$ cat config.mk
export PLATFORM = sky130hd
export DESIGN_NAME = bp_be_issue_queue
export DESIGN_NICKNAME = d
export VERILOG_FILES = /design/src/rtl/bp_be_issue_queue.sv
export SDC_FILE = /design/constraint.sdc
export NUM_CORES = 1
export LEC_CHECK = 0
export BUFFER_PORTS_ARGS = -buffer_cell sky130_fd_sc_hd__buf_4
export CAP_MARGIN = 20
export CORE_ASPECT_RATIO = 1.2
export CORE_MARGIN = 1
export CORE_UTILIZATION = 45
export DETAILED_ROUTE_END_ITERATION = 7
export HOLD_SLACK_MARGIN = 0.06
export PLACE_DENSITY_LB_ADDON = 0.05
export SLEW_MARGIN = 10
export SYNTH_ARGS = -nofsm -noshare
export SYNTH_HDL_FRONTEND = slang
export SYNTH_SLANG_ARGS = --single-unit
export TNS_END_PERCENT = 30
$ cat constraint.sdc
create_clock -name clk_i -period 17.75 [get_ports clk_i]
set_input_delay 0.8875 -clock clk_i [delete_from_list [all_inputs] [get_ports clk_i]]
set_output_delay 0.8875 -clock clk_i [all_outputs]
set_load 0.01 [all_outputs]
$ cat src/rtl/bp_be_issue_queue.sv
// Rollback-capable issue buffer: write, issue and commit pointers over one array.
// Define BP_BE_ISSUE_QUEUE_BYPASS_EN for a zero-latency enqueue-to-issue bypass.
module bp_be_issue_queue #(
  parameter int els_p   = 8,
  parameter int width_p = 128,
  localparam int ptr_width_lp = $clog2(els_p) + 1
) (
  input  logic                    clk_i,
  input  logic                    reset_i,
  input  logic [width_p-1:0]      fe_queue_i,
  input  logic                    fe_queue_v_i,
  output logic                    fe_queue_ready_o,
  output logic [width_p-1:0]      issue_o,
  output logic                    issue_v_o,
  input  logic                    issue_yumi_i,
  input  logic                    commit_v_i,
  input  logic                    roll_v_i,
  input  logic                    clr_v_i,
  output logic                    empty_o,
  output logic                    full_o,
  output logic [ptr_width_lp-1:0] count_o
);

  localparam int idx_w_lp = $clog2(els_p);

  logic [ptr_width_lp-1:0] wptr_q, wptr_d;
  logic [ptr_width_lp-1:0] rptr_q, rptr_d;
  logic [ptr_width_lp-1:0] cptr_q, cptr_d;
  logic [width_p-1:0]      mem_q [els_p];

  logic [ptr_width_lp-1:0] occ;
  logic                    full;
  logic                    enq;

  assign occ  = wptr_q - cptr_q;
  assign full = (occ == ptr_width_lp'(els_p));
  assign enq  = fe_queue_v_i & ~full & ~clr_v_i;

  assign fe_queue_ready_o = ~full;
  assign full_o           = full;
  assign empty_o          = (wptr_q == cptr_q);
  assign count_o          = occ;

`ifdef BP_BE_ISSUE_QUEUE_BYPASS_EN
  logic byp;
  assign byp = (rptr_q == wptr_q) & ~roll_v_i & ~clr_v_i;
  assign issue_v_o = byp ? (fe_queue_v_i & ~full)
                         : (rptr_q != wptr_q);
  assign issue_o   = byp ? fe_queue_i
                         : mem_q[rptr_q[idx_w_lp-1:0]];
`else
  assign issue_v_o = (rptr_q != wptr_q);
  assign issue_o   = mem_q[rptr_q[idx_w_lp-1:0]];
`endif

  always_comb begin
    wptr_d = wptr_q;
    rptr_d = rptr_q;
    cptr_d = cptr_q;
    if (clr_v_i) begin
      rptr_d = wptr_q;
      cptr_d = wptr_q;
    end else begin
      wptr_d = wptr_q + ptr_width_lp'(enq);
      cptr_d = cptr_q + ptr_width_lp'(commit_v_i);
      // Rollback targets the post-commit pointer and overrides a yumi
      if (roll_v_i)
        rptr_d = cptr_d;
      else
        rptr_d = rptr_q + ptr_width_lp'(issue_yumi_i);
    end
  end

  always_ff @(posedge clk_i or posedge reset_i) begin
    if (reset_i) begin
      wptr_q <= '0;
      rptr_q <= '0;
      cptr_q <= '0;
    end else begin
      wptr_q <= wptr_d;
      rptr_q <= rptr_d;
      cptr_q <= cptr_d;
    end
  end

  always_ff @(posedge clk_i) begin
    if (enq)
      mem_q[wptr_q[idx_w_lp-1:0]] <= fe_queue_i;
  end

`ifndef SYNTHESIS
  always @(posedge clk_i) begin
    if (!reset_i) begin
      assert (!(issue_yumi_i && !issue_v_o))
        else $error("issue_yumi_i without issue_v_o");
      assert (!(commit_v_i && (cptr_q == rptr_q)))
        else $error("commit_v_i with nothing issued");
      assert ((els_p & (els_p - 1)) == 0)
        else $error("els_p must be a power of two");
    end
  end
`endif

endmodule

==> metrics.txt <==
num rows=approximately 120; DRT antenna net count=0; num ports=~270; Setup Buffers After CTS=0; Final Instance Area=45700 sq um; vias in the first global route=18631; Setup WS pre-CTS=approximately 13000 ps; Peak VDD IR=roughly 0.16 mV; clock slew at reported path FFs=60 ps; layout cells sized above 1=between 40% and 50%; vias=17051; Critical path buffers and inverters=3; pins over their slew limit=0; Vias/cell=5.44; Final min period=~5200 ps; status=completed; startpoint types=flop; Final Setup Violations=0; CP delay by family, top=buffers and inverters; wire length per cell=26.2 um; Die Height=~330 um; Yosys warnings=0; DP Area=42600 sq um; dpl cells=2948; syn nets=1728; post-synthesis cell area=39300 sq um; area grow syn2layout=16.3%; worst hold path type=in2async; Port Buffers=270; GRT Total Usage=a little under a fifth; MaxCap Viol Count=0; total CTS buffers=100; static leakage=roughly 15 nW; Routed WL=82100 um; worst clock skew=~12 ps; depth of the CTS H-tree=3; Final period util=29.6%; clock sink total=between 1000 and 1500; CP Data Required Time=16860 ps; pwr dens=around 150 nW/um^2; FFs w/ async S/R, synth=1.16%; critical path class=reg2out; dpl hpwl=around 43000 um; Initial Utilization=45.5%; largest net degree at the start of global routing=113; Slew headroom=a little under a third; drt pass-1 iters=5; Final #Nets=2055; global-route wire length before repair=122000 um; main flop type after synthesis=edfxtp_1; First DRT Iteration DRCs=1161; Final WS setup=around 13000 ps; RSZ-0062 raised after global routing=no; clk buf depth=3; post-CTS sizing=0; Pint=5.07 mW; Hold-fix buffers, CTS=0; fin cells=3136; Seq pwr share=43.2%; Syn Inst Count=roughly 1600; Yosys cell types=28; die span in x=272 um; CP Capture Type=output pin; part of the power in combinational logic=between 20 and 30%; Critical Path AT=between 4000 and 5000 ps; DRC=0; worst skew pair latency=approximately 660 ps; Clock Power Share=between 20% and 30%; sequential share of the synthesized area=approximately four fifths; slowest cell on the critical path=dfrtp_4; final RePlAce weighted congestion=~0.74; Avg Cell Area, Syn=around 25 sq um; CP max stage delay=roughly 900 ps; crit path cell chain=buf_12 -> buf_4 -> mux4_2 -> mux2_2 -> buf_4; CP Max Fanout=roughly 110; Slew @ Worst Pin=between 1000 and 1500 ps; CTS tree=yes; Fmax achieved=0.191 GHz; antenna violations before repair=6; Sw Ratio=around 28%; Post-synth EDFFs=between 1000 and 1500; Psw=1.93 mW; Core ar.=86400 sq um; Die Area=~90000 sq um; Seq cells post-synth=1036; Setup TNS=0 ps; final hold vios=0; overflow left after global routing=0; clock root buffer=clkbuf_16; cell mode on critical path=buf_4
routing by layer:
layer / up-vias / track usage (%) / wire length [um]
li1: 7430 / - / -
met1: 9130 / 25.6 / 35100
met2: 382 / 30.8 / 40500
met3: 101 / 4.65 / 5020
met4: 8 / 4.90 / 1430
met5: - / 0 / 50
cells in the mapped netlist, types with 4 or more instances:
library cell | n | area, sq um
buf_6 | 26 | 293
edfxtp_1 | 1024 | 30700
inv_1 | 12 | 45.0
nand2b_1 | 4 | 25.0
nand3_1 | 4 | 20.0
nand2_1 | 5 | 18.8
mux4_2 | 256 | 5770
buf_2 | 9 | 45.0
mux2_2 | 129 | 1450
nor2_1 | 5 | 18.8
ha_1 | 9 | 113
xnor2_1 | 9 | 78.8
clkbuf_1 | 35 | 131
nor4_1 | 6 | 37.5
a21oi_1 | 4 | 20.0
o21ai_0 | 7 | 35.0
dfrtp_1 | 12 | 300
buf_1 | 10 | 37.5
state kept, by name, summed over array words and instances, names as in the netlist:
name    flops
wptr_q      4
cptr_q      4
rptr_q      4
mem_q    1024
power by group through the flow:
stage | logic (mW) | registers [mW] | clock network, mW
floorplan | 1.31 | 3.06 | 0
global placement | 1.99 | 3.07 | 0
detailed placement | 1.99 | 3.08 | 0
CTS | 2.00 | 3.03 | 2.09
global route | 2.09 | 3.05 | 2.17
finish | 1.93 | 3.02 | 2.04
final cells by class:
cell class | instances | area, sq um
inverters | 12 | 45.0
clock inverters | 67 | 513
repair buffers | 305 | 2300
flip-flops and latches | 1036 | 31100
diodes | 2 | 5.00
multi-input cells | 455 | 7770
clock buffers | 119 | 2620
well taps | 1140 | 1430
fillers | 6739 | 40600
final timing paths:
| path | to | cells after the start | from | slack (ps) |
|---|---|---|---|---|
| min in group clk_i | mem_q[1][115] | 1 | fe_queue_i[115] | 450 |
| worst max register to register | mem_q[2][106] | 10 | wptr_q[0] | 13390 |
| worst max-delay path | issue_o[46] | 5 | rptr_q[0] | 12500 |
| max in group asynchronous | rptr_q[2] | 2 | reset_i | 17090 |
| worst min-delay path | cptr_q[3] | 2 | reset_i | 270 |
| worst min register to register | cptr_q[3] | 3 | cptr_q[3] | 650 |
kinds of logic (layout without fill, tap and decap cells):
logic type | Yosys count | after routing | synth area share [%]
flops | 1036 | 1036 | 79.0
xor+xnor | 12 | 12 | 0.267
mux | 387 | 387 | 18.4
buf+inv | 92 | 503 | 1.40
compound gates | 12 | 12 | 0.159
fa+ha+maj | 10 | 10 | 0.337
other cells | 0 | 2 | 0
simple gates | 34 | 34 | 0.474
per-stage QoR:
| step | power (mW) | utilization, % | hold slack (ps) |
|---|---|---|---|
| 2_1_floorplan | 4.36 | - | 595 |
| 3_3_place_gp | 5.06 | 49.3 | 631 |
| 3_5_place_dp | 5.07 | 49.3 | 637 |
| 4_1_cts | 7.12 | 53.0 | 235 |
| 5_1_grt | 7.31 | 53.0 | 279 |
| 6_report | 6.99 | 53.0 | 271 |
placed cells by master (no fill, tap or decap), types with 6 or more instances in the layout:
| cell type | n |
|---|---|
| bufinv_16 | 7 |
| clkbuf_1 | 16 |
| clkinv_2 | 19 |
| buf_4 | 304 |
| nor4_2 | 6 |
| ha_1 | 9 |
| edfxtp_1 | 1024 |
| mux4_2 | 256 |
| clkbuf_16 | 101 |
| o21ai_0 | 7 |
| inv_6 | 7 |
| inv_1 | 12 |
| clkinv_1 | 29 |
| mux2_2 | 129 |
| xnor2_1 | 9 |
| dfrtp_1 | 9 |
(Power assumes the default switching activity.)
